==> src/rtl/acc_cfg_adder_pipe.sv <==
// acc_cfg_adder_pipe: pipelined accuracy-configurable adder with per-segment carry speculation and error monitoring
module acc_cfg_adder_pipe #(
  parameter int WIDTH = 32,
  parameter int BLK   = 4,
  parameter int CNT_W = 16
) (
  input  logic                 clk,
  input  logic                 rst,
  input  logic                 in_valid,
  output logic                 in_ready,
  input  logic [WIDTH-1:0]     a,
  input  logic [WIDTH-1:0]     b,
  input  logic                 mode,
  output logic                 out_valid,
  input  logic                 out_ready,
  output logic [WIDTH-1:0]     Sum,
  output logic                 Cout,
  output logic                 err,
  output logic [WIDTH/BLK-1:0] err_seg,
  input  logic                 clr_cnt,
  output logic [CNT_W-1:0]     err_cnt
);
  localparam int NSEG = WIDTH / BLK;
  logic                          w_en;
  logic                          r0_v, r0_m;
  logic [WIDTH-1:0]              r0_a, r0_b;
  logic [NSEG-1:0][BLK-1:0]      w_s0, w_s1;
  logic [NSEG-1:0]               w_g, w_p;
  logic                          r1_v, r1_m;
  logic [NSEG-1:0][BLK-1:0]      r1_s0, r1_s1;
  logic [NSEG-1:0]               r1_g, r1_p;
  logic [NSEG-1:0]               w_cs, w_ct;
  logic [WIDTH-1:0]              w_sa, w_se;
  logic                          w_ca, w_ce;
  logic                          r2_v, r2_m, r2_ca, r2_ce;
  logic [WIDTH-1:0]              r2_sa, r2_se;
  logic [NSEG-1:0]               r2_es;
  logic                          r_ov, r_cout, r_err;
  logic [WIDTH-1:0]              r_sum;
  logic [NSEG-1:0]               r_es;
  logic [CNT_W-1:0]              r_cnt;
  assign w_en      = out_ready | ~r_ov;
  assign in_ready  = w_en;
  assign out_valid = r_ov;
  assign Sum       = r_sum;
  assign Cout      = r_cout;
  assign err       = r_err;
  assign err_seg   = r_es;
  assign err_cnt   = r_cnt;
  // Per segment: sum for cin=0 and cin=1, generate (cout at cin=0) and propagate
  always_comb begin
    w_s0 = '0;
    w_s1 = '0;
    w_g  = '0;
    w_p  = '0;
    for (int k = 0; k < NSEG; k++) begin
      {w_g[k], w_s0[k]} = {1'b0, r0_a[k*BLK +: BLK]} + {1'b0, r0_b[k*BLK +: BLK]};
      w_s1[k] = w_s0[k] + BLK'(1);
      w_p[k]  = &(r0_a[k*BLK +: BLK] ^ r0_b[k*BLK +: BLK]);
    end
  end
  // Speculated carry looks only one segment back; true carry ripples through G/P
  assign w_cs = {r1_g[NSEG-2:0], 1'b0};
  assign w_ca = r1_g[NSEG-1] | (r1_p[NSEG-1] & w_cs[NSEG-1]);
  always_comb begin : resolve
    logic c;
    c    = 1'b0;
    w_ct = '0;
    w_sa = '0;
    w_se = '0;
    for (int k = 0; k < NSEG; k++) begin
      w_ct[k] = c;
      w_sa[k*BLK +: BLK] = w_cs[k] ? r1_s1[k] : r1_s0[k];
      w_se[k*BLK +: BLK] = c ? r1_s1[k] : r1_s0[k];
      c = r1_g[k] | (r1_p[k] & c);
    end
    w_ce = c;
  end
  always_ff @(posedge clk)
    if (rst) begin
      r0_v <= 1'b0; r0_m <= 1'b0; r0_a <= '0; r0_b <= '0;
      r1_v <= 1'b0; r1_m <= 1'b0; r1_s0 <= '0; r1_s1 <= '0; r1_g <= '0; r1_p <= '0;
      r2_v <= 1'b0; r2_m <= 1'b0; r2_sa <= '0; r2_se <= '0; r2_ca <= 1'b0; r2_ce <= 1'b0; r2_es <= '0;
      r_ov <= 1'b0; r_sum <= '0; r_cout <= 1'b0; r_err <= 1'b0; r_es <= '0;
    end else if (w_en) begin
      r0_v  <= in_valid;
      r0_m  <= mode;
      r0_a  <= a;
      r0_b  <= b;
      r1_v  <= r0_v;
      r1_m  <= r0_m;
      r1_s0 <= w_s0;
      r1_s1 <= w_s1;
      r1_g  <= w_g;
      r1_p  <= w_p;
      r2_v  <= r1_v;
      r2_m  <= r1_m;
      r2_sa <= w_sa;
      r2_se <= w_se;
      r2_ca <= w_ca;
      r2_ce <= w_ce;
      r2_es <= w_cs ^ w_ct;
      r_ov   <= r2_v;
      r_sum  <= r2_m ? r2_se : r2_sa;
      r_cout <= r2_m ? r2_ce : r2_ca;
      r_err  <= (|r2_es) | (r2_ca ^ r2_ce);
      r_es   <= r2_es;
    end
  always_ff @(posedge clk)
    if (rst || clr_cnt) r_cnt <= '0;
    else if (r_ov && out_ready && r_err && !(&r_cnt)) r_cnt <= r_cnt + CNT_W'(1);
endmodule
==> config.mk <==
export PLATFORM = sky130hd
export DESIGN_NAME = acc_cfg_adder_pipe
export DESIGN_NICKNAME = d
export VERILOG_FILES = /design/src/rtl/acc_cfg_adder_pipe.sv
export SDC_FILE = /design/constraint.sdc
export NUM_CORES = 1
export LEC_CHECK = 0
export ABC_AREA = 1
export CAP_MARGIN = 20
export CORE_MARGIN = 2
export CORE_UTILIZATION = 57
export CTS_BUF_LIST = sky130_fd_sc_hd__clkbuf_16
export CTS_CLUSTER_DIAMETER = 50
export DETAILED_ROUTE_END_ITERATION = 7
export DONT_BUFFER_PORTS = 1
export PLACE_DENSITY_LB_ADDON = 0.08
export SYNTH_ARGS = -nofsm -noshare
export SYNTH_HDL_FRONTEND = slang
export SYNTH_SLANG_ARGS = --single-unit
export TNS_END_PERCENT = 10
==> constraint.sdc <==
create_clock -name clk -period 1.9 [get_ports clk]
set_clock_uncertainty 0.2 [all_clocks]
set_input_delay 0.095 -clock clk [delete_from_list [all_inputs] [get_ports clk]]
set_output_delay 0.095 -clock clk [all_outputs]
set_load 0.03 [all_outputs]
Word-level counts from Yosys, hierarchy flattened. Index checks and enable logic that the tools add are counted.

Register bits after elaboration: 279.

Add/subtract/negate cells: 16. Muxes and demuxes: 15. Bitwise logic cells: 29. Reduce and logical (&&, ||, !) cells: 15.

Operator list (count): $mux 4 (13); $add 4x4->5 (8); $mux 32 (1); $reduce_and 4->1 (8); $xor 4x4->4 (8); $add 4x1->4 const B (7); $add 16x1->16 const B (1); $reduce_and 16->1 (1); $or 1x1->1 (10); $and 1x1->1 (8); $reduce_or 8->1 (1); $xor 8x8->8 (1); $logic_and 1x1->1 (3); $logic_not 1->1 (1); $logic_or 1x1->1 (1); $mux 1 (1); $not 1->1 (1); $xor 1x1->1 (1).

Depth between registers and ports, before layout. Gate-level depths: netlist of run 1.

Depth in word-level cells: 14. Gate-level depth with buffers: 16. Gate-level depth less buffers: 16.

Worst setup path after synthesis of run 1. OpenSTA, ideal clock, no wires.

Path kind: register -> register. Start point: reg r_cnt[0], in the netlist err_cnt[0]. End point: reg r_cnt[6], in the netlist err_cnt[6]. Arrival: 1.867 ns. Required time: 1.584 ns. Setup slack: -0.282 ns. Stages on the path, launching flop included: 13. Clock period less this slack: 2.182 ns. Cells stage by stage: dfxtp_1 -> ha_1 -> nand3_1 -> nor2_1 -> nand2_1 -> nand2_1 -> clkinv_1 -> nand3_1 -> nor2_1 -> nand2_1 -> nand2_1 -> inv_1 -> nor2_1.

Longest elaborated chain between the ends: 3. Elaborated cells between the ends (all ways): 4. Classes of those cells: add/sub: 1; reduce/logical: 3.

RTL lines: start: declaration (line 41) `logic [CNT_W-1:0] r_cnt;`; start signal: assignment (line 111) `else if (r_ov && out_ready && r_err && !(&r_cnt)) r_cnt <= r_cnt + CNT_W'(1);`; parallel branches: the longest is 3 deep, another holds $add 16x1->16.

Several ways; the timed one is not identified. A chain may end at the register's enable or synchronous reset.

==> run_results.csv, run 1 <==
group,metric,value,unit
pwr,ir_drop,0.815,mV
die,die_area,21200,um2
logic_synthesis,netlist_area,11400,um2
logic_synthesis,synth_top_family_by_area,"compound AO/OA/AOI/OAI gates",
place,place_congestion,0.806,
pwr,p_per_area,976,nW/um2
logic_synthesis,ys.flop_type,"dfxtp_1",
critical_path,end_kind,"register",
global_routing,grt_max_degree,81,
logic_synthesis,synth_edf_count,0,
die,initial_utilization,0.584,
logic_synthesis,synthAdderAreaFrac,0.0579,
sta,timing.slew.headroom,0.654,
place,pre_cts_ws,-58.2,ps
sta,fin_tns_setup,0,ps
place,portBuffers,0,
logic_synthesis,ys_seq_area_frac,0.467,
logic_synthesis,synth_xor_area_frac,0.0161,
die,fp.dieW,145,um
route,highest_layer,"met4",
die,die_h,145,um
clock_network,cts.sinks,266,
sta,setup_viol,0,
critical_path,crit_fanout,3,
layout,design_area,14100,um2
logic_synthesis,synth_compound_area_frac,0.207,
route,postRouteAntennaNets,0,
route,avgRoutedWirePerCell,15.0,um
sta,fmax,533,MHz
logic_synthesis,yosysTopAreaCell,"dfxtp_1",
sta,worstMarginPinSlew,514,ps
logic_synthesis,synth-seq-cells,266,
logic_synthesis,synth_top_area_frac,0.467,
logic_synthesis,yosys.area_share.simple,0.183,
logic_synthesis,synth_most_common_cell,"dfxtp_1",
global_routing,grt_overflow,0,
global_routing,antenna_found_initial,0,
sta,fin_crit_sh,0.987,
layout,layout.nets,1683,
pwr,power.leakage,6.43,nW
logic_synthesis,yosys-top-cells-area,"dfxtp_1, o21ai_0, nor2_1",
logic_synthesis,synth_mux_area_frac,0,
global_routing,grt_pass1_vias,9179,
route,dr_wl_met2,12900,um
die,coreArea,19500,um2
outcome,status,"finished, final reports clean",
clock_network,clock_latency,550,ps
logic_synthesis,synth_common_cells,"dfxtp_1, o21ai_0, nor2_1",
place,place_area,12000,um2
critical_path,worstPathArrival,2100,ps
route,route.detailed.drc,0,
route,viasPerCell,5.41,
route,drt-initial-drc-count,691,
critical_path,path_class,"register to register",
critical_path,required,2130,ps
clock_network,cts_tree,"built",
sta,maxSlewViolCount,0,
sta,finalHoldViolCount,0,
clock_network,clk_pin_slew,60,ps
sta,holdWs,35.9,ps
die,io_pins,130,
clock_network,root_buffer,"clkbuf_16",
sta,rsz0062_at_grt,"yes",
clock_network,htreeDepth,1,
logic_synthesis,synth.distinct_cells,35,
logic_synthesis,yosys_warnings,0,
global_routing,grt_pass1_wl,45300,um
clock_network,numCtsBuffers,31,
route,vias,10018,
route,route.final.wire_length,27800,um
sta,fin_crit,1880,ps
min_path,hp-class,"input port to register",
pwr,total_power,13.8,mW
logic_synthesis,synthArstFlopShare,0,
global_routing,globalRouteTotalUtil,0.250,
route,drtPass1Iterations,5,
route,dr_wl_met3,1360,um
die,rows,51,
sta,setup_ws,25.0,ps
critical_path,r2r_slack,20,ps
layout,area.growth.synth_to_final,23.6,%
layout,diodes,0,
logic_synthesis,synth.avg_cell_area,7.73,um2
logic_synthesis,syn_inst,1476,
critical_path,start_kind,"register",
run,max_cap_violations,0,
clock_network,clockBufferDepth,3,
place,dp.final_hpwl,17000,um
layout,drive_above_1_share,0.127,
route,drt-met1-wl,13100,um
## path summary, 6_finish.rpt
kind / start / end / depth (start not counted)
worst min-delay path: a[11] / r0_a[11] / 3
worst max-delay path: r0_a[28] / r1_s1[29] / 5
worst max register to register: r0_a[28] / r1_s1[29] / 5
worst min register to register: r2_v / r2_v / 2
## timing repair
action / in CTS / in global routing
setup buffers: 3 / 4
gates cloned: 2 / 2
pin swaps: 3 / 16
resized for setup: 12 / 53
hold endpoints to repair: 266 / 0
endpoints found under the setup margin: 9 / 57
hold buffers: 70 / 0
## critical path, cell delays in order (launching register included)
cell	delay, ps
dfxtp_1	320
ha_1	220
fa_1	490
ha_1	300
o21ai_1	150
nor2_1	60
## layer usage
| metal | global-route usage | up-vias |
|---|---|---|
| met1 | 0.360 | 4634 |
| met3 | 0.0323 | 34 |
| li1 | - | 5090 |
| met2 | 0.402 | 260 |
| met4 | 0.0578 | 0 |
| met5 | 0 | - |
## kinds of logic after synthesis
family	Yosys count
and+or+nand+nor	502
buffers and inverters	209
adders and majority gates	48
other	1
DFF	266
AOI/OAI and AO/OA	429
xor gates and xnor gates	21
## sequential cells by signal, summed over array words and instances, names as in the netlist, 6 cells and up
name / flops
Sum: 32
r2_es: 6
r0_b: 32
r1_p: 7
r1_s0: 32
err_seg: 6
r2_sa: 32
err_cnt: 16
r1_g: 8
r1_s1: 28
r0_a: 32
r2_se: 24
## report_power, final
group          leakage, nW  internal, mW  switching (mW)  total [mW]
sequential            2.19          6.01           0.339        6.35
clock                0.500          3.41            2.38        5.78
combinational         3.74         0.708           0.913        1.62
total                 6.43          10.1            3.63        13.8
## stage by stage
step,cells,util
after global routing,1852,0.722
after floorplan,1477,-
after CTS,1846,0.707
after global placement,1717,0.616
after detailed placement,1717,0.616
final,1852,0.722
## final cells by class
cell class / instances / area, um2
Timing Repair Buffer: 146 / 1460
Multi-Input combinational cell: 1002 / 5500
Timing Repair inverter: 2 / 17.5
Clock buffer: 31 / 776
Fill cell: 1558 / 5430
Tap cell: 265 / 332
Sequential cell: 266 / 5330
Clock inverter: 24 / 229
Inverter: 116 / 455
## layout by cell type, fill, tap and decap left out, types with 7 or more instances in the layout
master           n
dfxtp_1        259
o21ai_0        251
nor2_1         235
nand2_1        182
inv_1          108
a21oi_1         83
dlygate4sd3_1   69
buf_4           62
a31oi_1         33
ha_1            33
clkbuf_16       33
nand3_1         26
o21bai_1        21
nand4_1         12
xor2_1          11
a211oi_1         9
nand2_4          9
nor2_2           8
a221oi_1         8
buf_12           8
clkinv_1         7
clkinv_2         7
dfxtp_2          7
Note: power is estimated with default switching activity, not from simulation.
==> run 2, diff against run 1 <==
- CORE_UTILIZATION: 57 -> 32
==> run 2 against run 1 <==
Compared with the run above:
- combinational power hardly changed
- sequential power barely moved
- design area increased by 5.3%
- cell count is 13% higher
- critical endpoint is now r1_s1[21]
- largest power group is now the clock network
==> run_results.csv, run 2 (synthesized netlist as in run 1, its figures left out) <==
group,metric,value,unit
outcome,status,"finished, final reports clean",
clock_network,numCtsBuffers,38,
die,io_pins,130,
layout,layout.nets,1712,
critical_path,slowest_delay,590,ps
clock_network,clock_latency,520,ps
min_path,hold_depth,3,
sta,setup_ws,17.3,ps
min_path,min_from,"a[4]",
critical_path,slowest_stage,"fa_2",
route,drtPass1Iterations,4,
layout,drive_above_1_share,0.141,
die,die_h,193,um
route,route.detailed.drc,0,
sta,finalHoldViolCount,0,
critical_path,start_kind,"register",
layout,diodes,0,
clock_network,clockBufferDepth,3,
clock_network,cts_tree,"built",
critical_path,regToRegEndpoint,"r1_s1[21]",
layout,multi_input_area,5530,um2
global_routing,grt_pass1_vias,9030,
pwr,ir_drop,0.723,mV
layout,area.growth.synth_to_final,30.1,%
sta,rsz0062_at_grt,"yes",
die,initial_utilization,0.323,
route,dr_wl_met2,13600,um
place,dp.final_hpwl,20400,um
sta,fin_crit_sh,0.991,
min_path,hp-class,"input port to register",
critical_path,worstPathArrival,2080,ps
global_routing,grt_pass1_wl,48900,um
global_routing,globalRouteTotalUtil,0.163,
global_routing,grt_overflow,0,
pwr,pwr-share-comb,0.111,
route,vias,9807,
route,postRouteAntennaNets,0,
min_path,min_to,"r0_a[4]",
route,drt-met1-wl,16000,um
layout,design_area,14800,um2
critical_path,path_cells,"ha_1 > fa_2 > ha_1 > o21ai_0 > nor2_1",
pwr,p_per_area,1000,nW/um2
sta,maxSlewViolCount,0,
critical_path,rr_worst_depth,5,
route,viasPerCell,4.71,
sta,timing.slew.headroom,0.654,
critical_path,path_class,"register to register",
die,rows,69,
die,die_area,37200,um2
sta,setup_viol,0,
pwr,pwr-share-clk,0.463,
critical_path,r2r_slack,20,ps
layout,seq_area,5330,um2
pwr,p_sw_frac,0.258,
critical_path,crit_family,"adder cells",
place,place_area,12500,um2
clock_network,cts.sinks,266,
route,avgRoutedWirePerCell,15.1,um
critical_path,cp.buffers_inverters,0,
place,place_congestion,0.749,
pwr,seqPwrFrac,0.426,
critical_path,end_kind,"register",
layout,mostFrequentLayoutCells,"dfxtp_1, o21ai_0, nor2_1, nand2_1, inv_1",
clock_network,htreeDepth,2,
critical_path,required,2100,ps
pwr,intPower,11.0,mW
clock_network,clk_pin_slew,50,ps
sta,fmax,531,MHz
critical_path,crit_fanout,3,
critical_path,cp_common_cell,"ha_1",
place,portBuffers,0,
sta,fin_crit,1880,ps
die,coreArea,35300,um2
route,drt-initial-drc-count,441,
die,fp.dieW,193,um
place,pre_cts_ws,-71.4,ps
clock_network,root_buffer,"clkbuf_16",
critical_path,reg2reg_from,"r0_a[20]",
route,route.final.wire_length,31500,um
pwr,power.leakage,6.74,nW
pwr,p_sw,3.84,mW
layout,layout_commonest_cell,"dfxtp_1",
global_routing,grt_max_degree,93,
route,dr_wl_met3,1360,um
sta,worstMarginPinSlew,518,ps
run,max_cap_violations,0,
global_routing,antenna_found_initial,0,
route,highest_layer,"met4",
layout,nFillCells,3556,
run 2: cell types whose count changed in the layout (fill, tap and decap cells not counted), moves of 6 or more:
cell        before  now
inv_1          108  117
buf_4           62   80
clkbuf_16       33   44
clkinvlp_4       0    6
run 2: layout make-up:
| cell class | count | area share |
|---|---|---|
| Clock buffer | 41 | 0.0691 |
| Clock inverter | 28 | 0.0147 |
| Inverter | 116 | 0.0307 |
| Multi-Input combinational cell | 1002 | 0.372 |
| Sequential cell | 266 | 0.359 |
| Tap cell | 461 | 0.0389 |
| Timing Repair Buffer | 169 | 0.114 |
| Timing Repair inverter | 1 | 0.000590 |
run 2: worst max path at each step:
stage / from / slack, ps / cells past startpoint / end
after CTS: r0_a[4] / -20 / 10 / r1_s1[7]
after global placement: r0_a[4] / -80 / 10 / r1_s1[7]
final: r0_a[20] / 20 / 5 / r1_s1[21]
after global routing: r0_b[4] / -80 / 10 / r1_s1[7]
after detailed placement: r0_a[4] / -70 / 10 / r1_s1[7]
after floorplan: err_cnt[0] / -3 / 12 / err_cnt[6]
run 2: timing repair:
item	4_1_cts	5_1_grt
pin swaps	2	11
hold endpoints to repair	245	0
cloned	1	3
endpoints found under the setup margin	8	54
setup buffers	5	4
gates resized for setup	11	60
hold buffers	70	0
run 2: tightest hold or removal path, delay by kind of cell:
family,cells,cell delay [ps]
compound gates,1,70
simple gates,1,70
buf+inv,1,510
run 2: power groups by stage:
stage / Clock [mW] / Sequential, mW / Combinational, mW
finish: 6.88 / 6.33 / 1.65
global placement: 0 / 6.44 / 1.43
CTS: 7.10 / 6.33 / 1.60
floorplan: 0 / 6.40 / 0.996
global route: 7.32 / 6.39 / 1.89
detailed placement: 0 / 6.45 / 1.45
run 2: through the flow:
step | TNS (ps) | utilization | hold slack [ps] | power, mW | std cells
floorplan | -3.47 | - | 61.7 | 7.40 | 1477
global placement | -76.6 | 0.353 | -20.7 | 7.88 | 1932
detailed placement | -208 | 0.353 | -17.6 | 7.90 | 1932
CTS | -15.4 | 0.411 | 51.8 | 15.0 | 2077
global route | -482 | 0.420 | 82.0 | 15.6 | 2084
finish | 0 | 0.420 | 73.7 | 14.9 | 2084
run 2: routing by layer:
metal  track usage  vias to the layer above
met5             0                        -
met4        0.0408                        0
met3        0.0307                       44
met2         0.245                      163
met1         0.238                     4429
li1              -                     5171
